**src/rtl/mem_rsp_pkg.sv**
```systemverilog
// Shared types and sizing for the RAM read-response buffer.
// Default geometry: 4-bit address, 32-bit data, 4 response entries.
package mem_rsp_pkg;

    localparam int MEM_ADDR_W = 4;
    localparam int MEM_DATA_W = 32;
    localparam int MEM_DEPTH  = 4;
    localparam int CNT_W      = $clog2(MEM_DEPTH) + 1;

    typedef struct packed {
        logic [MEM_ADDR_W-1:0] addr;
        logic [MEM_DATA_W-1:0] data;
    } rsp_entry_t;

endpackage

```
**src/rtl/mem_rsp_fifo.sv**
```systemverilog
// Generic synchronous FIFO with a registered head output (dout shows the oldest entry).
// Push while full is accepted only when a pop frees a slot in the same cycle.
module mem_rsp_fifo #(
    parameter int WIDTH = 8,
    parameter int DEPTH = 4
) (
    input  logic                     clk,
    input  logic                     reset,
    input  logic                     push,
    input  logic [WIDTH-1:0]         din,
    input  logic                     pop,
    output logic [WIDTH-1:0]         dout,
    output logic                     full,
    output logic                     empty,
    output logic [$clog2(DEPTH):0]   count
);

    localparam int PTR_W = $clog2(DEPTH);
    localparam int CW    = PTR_W + 1;

    logic [WIDTH-1:0] r_mem [DEPTH];
    logic [PTR_W-1:0] r_wr_ptr;
    logic [PTR_W-1:0] r_rd_ptr;
    logic [CW-1:0]    r_count;
    logic [WIDTH-1:0] r_dout;

    logic             w_push;
    logic             w_pop;
    logic [PTR_W-1:0] w_rd_ptr_nxt;
    logic [CW-1:0]    w_count_nxt;

    assign full  = (r_count == CW'(DEPTH));
    assign empty = (r_count == '0);
    assign count = r_count;
    assign dout  = r_dout;

    assign w_pop        = pop && !empty;
    assign w_push       = push && (!full || w_pop);
    assign w_rd_ptr_nxt = r_rd_ptr + PTR_W'(w_pop);
    assign w_count_nxt  = r_count + CW'(w_push) - CW'(w_pop);

    always_ff @(posedge clk) begin
        if (w_push) begin
            r_mem[r_wr_ptr] <= din;
        end
    end

    // Head register: takes the incoming word when it lands in the slot that becomes the head.
    always_ff @(posedge clk) begin
        if (reset) begin
            r_wr_ptr <= '0;
            r_rd_ptr <= '0;
            r_count  <= '0;
            r_dout   <= '0;
        end else begin
            r_wr_ptr <= r_wr_ptr + PTR_W'(w_push);
            r_rd_ptr <= w_rd_ptr_nxt;
            r_count  <= w_count_nxt;
            if (w_count_nxt != '0) begin
                r_dout <= (w_push && (r_wr_ptr == w_rd_ptr_nxt)) ? din : r_mem[w_rd_ptr_nxt];
            end
        end
    end

endmodule

```
**src/rtl/mem_rsp_buffer.sv**
```systemverilog
// In-order read-response buffer: tags RAM responses with their read address and issues read credit.
// Optional MEM_RSP_BUF_STATS_EN adds drop_cnt (saturating drop counter) and peak_cnt (max fill level).
module mem_rsp_buffer
    import mem_rsp_pkg::*;
#(
    parameter int ADDR_WIDTH = MEM_ADDR_W,
    parameter int DATA_WIDTH = MEM_DATA_W,
    parameter int DEPTH      = MEM_DEPTH
) (
    input  logic                    clk,
    input  logic                    reset,
    input  logic                    req_fire,
    input  logic [ADDR_WIDTH-1:0]   req_addr,
    output logic                    req_ready,
    input  logic                    mem_valid,
    input  logic [DATA_WIDTH-1:0]   mem_data,
    output logic                    rsp_valid,
    input  logic                    rsp_ready,
    output logic [DATA_WIDTH-1:0]   rsp_data,
    output logic [ADDR_WIDTH-1:0]   rsp_addr,
    output logic [$clog2(DEPTH):0]  count,
    output logic                    err_overflow,
    output logic                    err_orphan
`ifdef MEM_RSP_BUF_STATS_EN
    ,
    output logic [15:0]             drop_cnt,
    output logic [CNT_W-1:0]        peak_cnt
`endif
);

    localparam int CW = $clog2(DEPTH) + 1;

    logic                  w_tag_push;
    logic                  w_tag_pop;
    logic                  w_tag_full;
    logic                  w_tag_empty;
    logic [CW-1:0]         w_tag_count;
    logic [ADDR_WIDTH-1:0] w_tag_head;

    logic                  w_rsp_push;
    logic                  w_rsp_pop;
    logic                  w_rsp_full;
    logic                  w_rsp_empty;
    logic [CW-1:0]         w_rsp_count;
    rsp_entry_t            w_rsp_in;
    rsp_entry_t            w_rsp_head;

    logic                  w_orphan;
    logic                  w_overflow;
    logic [CW:0]           w_credit_used;

    logic                  r_err_overflow;
    logic                  r_err_orphan;

    // Credit counts both buffered entries and reads still in flight, so every response has a slot.
    assign w_credit_used = {1'b0, w_rsp_count} + {1'b0, w_tag_count};
    assign req_ready     = (w_credit_used < (CW+1)'(DEPTH));

    assign w_tag_push = req_fire && req_ready && !w_tag_full;
    assign w_orphan   = mem_valid && w_tag_empty;
    assign w_tag_pop  = mem_valid && !w_tag_empty;
    assign w_rsp_pop  = rsp_valid && rsp_ready;
    assign w_rsp_push = w_tag_pop && (!w_rsp_full || w_rsp_pop);
    assign w_overflow = w_tag_pop && w_rsp_full && !w_rsp_pop;

    assign w_rsp_in.addr = w_tag_head;
    assign w_rsp_in.data = mem_data;

    assign rsp_valid    = !w_rsp_empty;
    assign rsp_data     = w_rsp_head.data;
    assign rsp_addr     = w_rsp_head.addr;
    assign count        = w_rsp_count;
    assign err_overflow = r_err_overflow;
    assign err_orphan   = r_err_orphan;

    mem_rsp_fifo #(
        .WIDTH (ADDR_WIDTH),
        .DEPTH (DEPTH)
    ) u_tag_fifo (
        .clk   (clk),
        .reset (reset),
        .push  (w_tag_push),
        .din   (req_addr),
        .pop   (w_tag_pop),
        .dout  (w_tag_head),
        .full  (w_tag_full),
        .empty (w_tag_empty),
        .count (w_tag_count)
    );

    mem_rsp_fifo #(
        .WIDTH ($bits(rsp_entry_t)),
        .DEPTH (DEPTH)
    ) u_rsp_fifo (
        .clk   (clk),
        .reset (reset),
        .push  (w_rsp_push),
        .din   (w_rsp_in),
        .pop   (w_rsp_pop),
        .dout  (w_rsp_head),
        .full  (w_rsp_full),
        .empty (w_rsp_empty),
        .count (w_rsp_count)
    );

    always_ff @(posedge clk) begin
        if (reset) begin
            r_err_overflow <= 1'b0;
            r_err_orphan   <= 1'b0;
        end else begin
            r_err_overflow <= r_err_overflow || w_overflow;
            r_err_orphan   <= r_err_orphan || w_orphan;
        end
    end

`ifdef MEM_RSP_BUF_STATS_EN
    logic [15:0]      r_drop_cnt;
    logic [CNT_W-1:0] r_peak_cnt;

    assign drop_cnt = r_drop_cnt;
    assign peak_cnt = r_peak_cnt;

    always_ff @(posedge clk) begin
        if (reset) begin
            r_drop_cnt <= '0;
            r_peak_cnt <= '0;
        end else begin
            if ((w_orphan || w_overflow) && (r_drop_cnt != 16'hFFFF)) begin
                r_drop_cnt <= r_drop_cnt + 16'd1;
            end
            if (CNT_W'(w_rsp_count) > r_peak_cnt) begin
                r_peak_cnt <= CNT_W'(w_rsp_count);
            end
        end
    end
`endif

endmodule
```
**config.mk**
```make
export PLATFORM = sky130hd
export DESIGN_NAME = mem_rsp_buffer
export DESIGN_NICKNAME = d
export VERILOG_FILES = /design/src/rtl/mem_rsp_pkg.sv /design/src/rtl/mem_rsp_fifo.sv /design/src/rtl/mem_rsp_buffer.sv
export SDC_FILE = /design/constraint.sdc
export NUM_CORES = 1
export LEC_CHECK = 0
export BUFFER_PORTS_ARGS = -buffer_cell sky130_fd_sc_hd__clkbuf_2
export CAP_MARGIN = 30
export CORE_MARGIN = 2
export CORE_UTILIZATION = 55
export CTS_BUF_LIST = sky130_fd_sc_hd__clkbuf_8
export CTS_CLUSTER_SIZE = 30
export DETAILED_ROUTE_END_ITERATION = 12
export PLACE_DENSITY_LB_ADDON = 0.12
export SLEW_MARGIN = 15
export SYNTH_ARGS = -nofsm -noshare
export SYNTH_HDL_FRONTEND = slang
export SYNTH_SLANG_ARGS = --single-unit
```
**constraint.sdc**
```tcl
create_clock -name clk -period 4.2 [get_ports clk]
set_input_delay 0 -clock clk [delete_from_list [all_inputs] [get_ports clk]]
set_output_delay 0 -clock clk [all_outputs]
set_load 0.02 [all_outputs]
```
==> flow_metrics.env, run 1 <==
export IMPL_ys_top_cells_by_area="edfxtp_1 57%, dfxtp_1 13%, mux4_2 9.3%, a221o_1 4.2%, and3_1 2.8%"
export IMPL_syn_inst=463
export IMPL_wire_per_inst_um=19.9
export IMPL_hold_path_class="in2reg"
export IMPL_finalHoldViolCount=0
export IMPL_cts_made_buffers=35
export IMPL_grt_max_degree=39
export IMPL_ys_ff_latch=216
export IMPL_critical_path_max_stage_delay_ns=0.47
export IMPL_slew_headroom_pct=45.0
export IMPL_via_per_inst=5.70
export IMPL_holdWs_ns=0.0593
export IMPL_die_area_um2=16500
export IMPL_synthesis_nets=516
export IMPL_gp_congestion=0.738
export IMPL_drt_pass1_iterations=5
export IMPL_fin_crit_ns=3.42
export IMPL_fin_setup_tns_ns=0
export IMPL_ctsHtreeMaxLevel=2
export IMPL_pre_cts_ws_ns=0.779
export IMPL_core_um2=15100
export IMPL_rsz0062_at_grt="false"
export IMPL_synth_edff_count=160
export IMPL_drt_initial_drc_count=262
export IMPL_place_inst=719
export IMPL_cp_cell_sequence="or3_2, and2_1, ha_1, inv_1, ha_1, fa_1, xor3_2, a21oi_4, nor2b_4, buf_12, a221o_1"
export IMPL_wl_mm=16.3
export IMPL_cp_end_kind="register"
export IMPL_die_w_um=128
export IMPL_clkTransAtPathRegs_ns=0.06
export IMPL_start_util_pct=56.1
export IMPL_synth_distinct_cells=45
export IMPL_grt_ovfl_total=0
export IMPL_outcome="complete, no violations"
export IMPL_p_per_area_nw_per_um2=738
export IMPL_synthesis_area_um2=8500
export IMPL_rows=45
export IMPL_async_flop_share_pct=0
export IMPL_antenna_found_initial=0
export IMPL_synth_area_per_cell_um2=18.4
export IMPL_die_h_um=128
export IMPL_synth_top_area_share_pct=56.5
export IMPL_slowest_stage="or3_2"
export IMPL_vias=4677
export IMPL_route_detailed_drc=0
export IMPL_grt_pass1_wl_mm=26.5
export IMPL_yosysTopAreaCell="edfxtp_1"
export IMPL_drv_cap=0
export IMPL_grt_pass1_vias=4992
export IMPL_cts_sinks=216
export IMPL_report_final_slew_viol_count=0
export IMPL_clk_latency_ns=0.50
export IMPL_finalPower_mw=7.47
export IMPL_ant_nets=0
export IMPL_period_share_pct=81.4
export IMPL_leakage_nw=3.86
export IMPL_tightest_slew_ns=0.823
export IMPL_worstPathArrival_ns=3.85
export IMPL_start_kind="register"
export IMPL_reg2reg_slack_ns=0.78
export IMPL_worst_setup_path_type="reg2reg"
export IMPL_num_nets_final=659
export IMPL_path_buf_inv=2
export IMPL_final_cells=820
export IMPL_yosysSeqAreaShare_pct=69.7
export IMPL_worstPathRequired_ns=4.63
export IMPL_path_delay_family="simple AND/OR/NAND/NOR gates"
export IMPL_ios=84
export IMPL_fmax_mhz=292
export IMPL_setup_viol=0
export IMPL_ys_flop_type="edfxtp_1"
export IMPL_cts_tree="yes"
export IMPL_grt_usage_pct=21.3
export IMPL_io_buffer_count=83
export IMPL_drive_gt1_share_pct=30.2
export IMPL_antennaDiodeCount=0
export IMPL_yosys_warnings=0
export IMPL_cts_root_buf="clkbuf_8"
export IMPL_syn_to_final_growth_pct=19.1
export IMPL_cp_common_cell="ha_1"
export IMPL_cp_max_fo=22
export IMPL_ir_worst_vdd_v=0.000577
export IMPL_cts_buffer_depth=3
export IMPL_fin_ws_ns=0.780
export IMPL_postCtsSetupRepairBufs=0
export IMPL_skew_ns=0.0158
export IMPL_dp_hpwl_mm=9.48
[power by group]
| part | switching [mW] | internal, mW |
|---|---|---|
| Clock | 0.756 | 0.905 |
| Combinational | 1.53 | 1.37 |
| Sequential | 0.189 | 2.73 |
| Total | 2.47 | 5.00 |
[stage by stage]
| step | util (%) | instance area (µm²) |
|---|---|---|
| 2_1_floorplan | - | 8500 |
| 5_1_grt | 66.9 | 10100 |
| 3_3_place_gp | 59.9 | 9060 |
| 6_report | 66.9 | 10100 |
| 3_5_place_dp | 60.0 | 9080 |
| 4_1_cts | 66.9 | 10100 |
[Yosys cell counts (7+ instances only)]
library cell and count:
a21oi_1 8, a221o_1 36, and3_1 38, buf_6 7
dfxtp_1 56, edfxtp_1 160, ha_1 10, inv_1 8
mux4_2 35, nand2_1 9, nor2_1 10, nor2b_1 14
[per-layer routing]
| layer | GRT usage, % | vias to the layer above | share of wire [%] |
|---|---|---|---|
| li1 | - | 2175 | - |
| met4 | 6.98 | 0 | 1.6 |
| met2 | 35.1 | 135 | 50 |
| met1 | 28.9 | 2349 | 42 |
| met3 | 4.13 | 18 | 6.0 |
| met5 | 0 | - | 0 |
[timing repair]
action	CTS	global route
hold endpoints to repair	182	0
resized for setup	0	0
hold buffers	38	0
[state kept, by name, indices dropped and copies added (netlist names)]
signal and flops:
u_rsp_fifo.r_mem 144, u_rsp_fifo.dout 36, u_tag_fifo.r_mem 16, u_tag_fifo.dout 4
u_rsp_fifo.count 3, u_tag_fifo.count 3, u_rsp_fifo.r_rd_ptr 2, u_rsp_fifo.r_wr_ptr 2
u_tag_fifo.r_rd_ptr 2, u_tag_fifo.r_wr_ptr 2, err_orphan 1, err_overflow 1
[layout make-up]
class                      count  area, µm²
tap                          188        235
clock buffer                  42        578
clock inverter                21       82.6
timing repair buffer         131        921
multi-input combinational    213       2350
inverter                       9       33.8
sequential                   216       5930
fill                        1088       5020
[worst paths after layout]
check | cells after the start | endpoint | start
setup / recovery | 11 | u_rsp_fifo.dout[31] | u_rsp_fifo.count[1]
hold / removal | 4 | u_tag_fifo.dout[0] | req_fire
setup reg to reg | 11 | u_rsp_fifo.dout[31] | u_rsp_fifo.count[1]
hold reg to reg | 2 | err_overflow | err_overflow
[placed cells by master, fill, tap and decap left out, drive strengths merged, types with 2 or more instances in the layout]
master,count
a21oi,9
a221o,36
a31oi,4
and2,3
and3,42
buf,10
clkbuf,125
clkinv,9
dfxtp,56
dlygate4sd3,38
edfxtp,160
fa,2
ha,10
inv,21
mux4,40
nand2,9
nand2b,4
nor2,12
nor2b,15
nor3,3
nor3b,2
o211ai,4
xnor2,4
xnor3,2
xor2,2
xor3,2
[worst min-delay path, cell delays in order]
cell      delay (ns)
clkbuf_2        0.08
nand4_1         0.25
o211ai_1        0.14
nand2_1         0.06
[cells by family (layout without fill, tap and decap cells)]
family	count (synthesis)	after routing	synth area share [%]
adder cells (fa/ha/maj)	12	12	1.94
flip-flops	216	216	69.7
multiplexers	40	40	10.8
buffers and inverters	34	203	3.11
XOR/XNOR	10	10	1.81
AND/OR/NAND/NOR	97	97	6.95
AO/OA/AOI/OAI	54	54	5.65
Note: power is estimated with default switching activity, not from simulation.
==> inputs of run 2 (changes only) <==
- CORE_UTILIZATION: 55 -> 61
- clock period: 4.2 -> 3.3 ns (I/O delays scaled with it)
==> flow_metrics.env, run 2 (same netlist as run 1, synthesis figures left out) <==
export IMPL_ir_worst_vdd_v=0.000561
export IMPL_dp_hpwl_mm=10.1
export IMPL_regToRegStartpoint="u_rsp_fifo.count[0]"
export IMPL_leakage_nw=3.98
export IMPL_met2_length_mm=8.65
export IMPL_vias=4905
export IMPL_gp_congestion=0.797
export IMPL_cp_max_fo=18
export IMPL_rows=43
export IMPL_endpoint="u_rsp_fifo.dout[31]"
export IMPL_hp_start="req_fire"
export IMPL_start_kind="register"
export IMPL_cp_startpoint="u_rsp_fifo.count[0]"
export IMPL_stdcell_area_um2=10400
export IMPL_drt_initial_drc_count=402
export IMPL_wire_per_inst_um=20.5
export IMPL_drv_cap=0
export IMPL_final_cell_mix="160 x edfxtp_1, 83 x clkbuf_2, 56 x dfxtp_1"
export IMPL_grt_usage_pct=24.0
export IMPL_pre_cts_ws_ns=-0.177
export IMPL_antenna_found_initial=0
export IMPL_cts_root_buf="clkbuf_8"
export IMPL_worstPathRequired_ns=3.67
export IMPL_start_util_pct=62.0
export IMPL_finalHoldViolCount=0
export IMPL_via_per_inst=5.90
export IMPL_io_buffer_count=83
export IMPL_die_w_um=122
export IMPL_largest_register="u_rsp_fifo.r_mem"
export IMPL_report_final_slew_viol_count=0
export IMPL_top_layer_used="met4"
export IMPL_r2r_end="u_rsp_fifo.dout[31]"
export IMPL_skew_ns=0.0130
export IMPL_tightest_slew_ns=0.654
export IMPL_die_area_um2=14900
export IMPL_antennaDiodeCount=0
export IMPL_num_nets_final=677
export IMPL_ctsHtreeMaxLevel=2
export IMPL_worstRegToRegCells=11
export IMPL_route_detailed_drc=0
export IMPL_placed_area_um2=9190
export IMPL_slew_headroom_pct=56.4
export IMPL_wl_met1_mm=7.18
export IMPL_cp_end_kind="register"
export IMPL_wl_mm=17.0
export IMPL_grt_max_degree=39
export IMPL_period_share_pct=95.7
export IMPL_hold_path_class="in2reg"
export IMPL_drive_gt1_share_pct=33.3
export IMPL_clk_latency_ns=0.49
export IMPL_fin_ws_ns=0.141
export IMPL_fin_crit_ns=3.16
export IMPL_setup_viol=0
export IMPL_rsz0062_at_grt="false"
export IMPL_grt_pass1_wl_mm=27.1
export IMPL_p_per_area_nw_per_um2=976
export IMPL_worstPathArrival_ns=3.53
export IMPL_core_um2=13700
export IMPL_syn_to_final_growth_pct=22.0
export IMPL_cts_made_buffers=35
export IMPL_grt_pass1_vias=5115
export IMPL_largest_reg_flops=144
export IMPL_cts_sinks=216
export IMPL_cts_buffer_depth=3
export IMPL_wl_met3_um=945
export IMPL_grt_ovfl_total=0
export IMPL_die_h_um=122
export IMPL_ant_nets=0
export IMPL_final_common_cell="edfxtp_1"
export IMPL_reg2reg_slack_ns=0.14
export IMPL_worst_setup_path_type="reg2reg"
export IMPL_drt_pass1_iterations=5
export IMPL_fmax_mhz=317
export IMPL_ios=84
export IMPL_outcome="complete, no violations"
export IMPL_clkTransAtPathRegs_ns=0.06
export IMPL_holdWs_ns=0.0823
export IMPL_cts_tree="yes"
export IMPL_fin_util_pct=75.6
export IMPL_fillers=804
==> run 2: stage by stage <==
step                power [mW]  setup TNS (ns)  cells
finish                    10.1               0    831
global placement          7.47           -1.83    726
floorplan                 6.62               0    463
global route              10.7               0    831
CTS                       10.1               0    829
detailed placement        7.59           -5.52    726
==> run 2: critical path: stages, from the launching register on <==
cell     delay (ns)
dfxtp_1        0.30
or3_4          0.38
and2_1         0.18
ha_1           0.27
inv_1          0.04
ha_1           0.19
fa_1           0.36
xor3_2         0.45
nand2_1        0.23
nor2_4         0.07
buf_12         0.19
a221o_1        0.36
==> run 2: repair_timing <==
action | CTS | global route
endpoints found under the setup margin | 36 | 36
gates resized for setup | 1 | 0
hold buffers | 38 | 0
pin swaps | 0 | 2
cloned | 1 | 0
hold endpoints to repair | 182 | 0
buffers inserted | 0 | 2
==> run 2: report_power, final <==
part / internal [mW] / switching [mW]
Sequential: 3.47 / 0.250
Combinational: 1.92 / 2.06
Clock: 1.40 / 1.02
==> run 2: metal layers <==
metal / GRT usage (%) / up-vias
met5: 0 / -
met3: 4.45 / 27
met1: 31.7 / 2482
li1: - / 2212
met4: 6.47 / 0
met2: 41.5 / 184
==> run 2: worst min path at each step <==
stage                                   end  cells after the start
floorplan            u_rsp_fifo.r_mem[0][0]                      0
global placement    u_rsp_fifo.r_mem[1][25]                      1
detailed placement  u_rsp_fifo.r_mem[0][22]                      1
CTS                      u_tag_fifo.dout[3]                      4
global route             u_tag_fifo.dout[2]                      4
finish                   u_tag_fifo.dout[3]                      4
==> run 2: final cells by class <==
type                       count  area (µm²)  share of cell area, %
timing repair buffer         148        1060                   10.2
sequential                   216        5930                   57.1
multi-input combinational    214        2370                   22.9
clock inverter                22         178                   1.71
tap                          180         225                   2.17
clock buffer                  42         578                   5.57
inverter                       9        33.8                  0.326
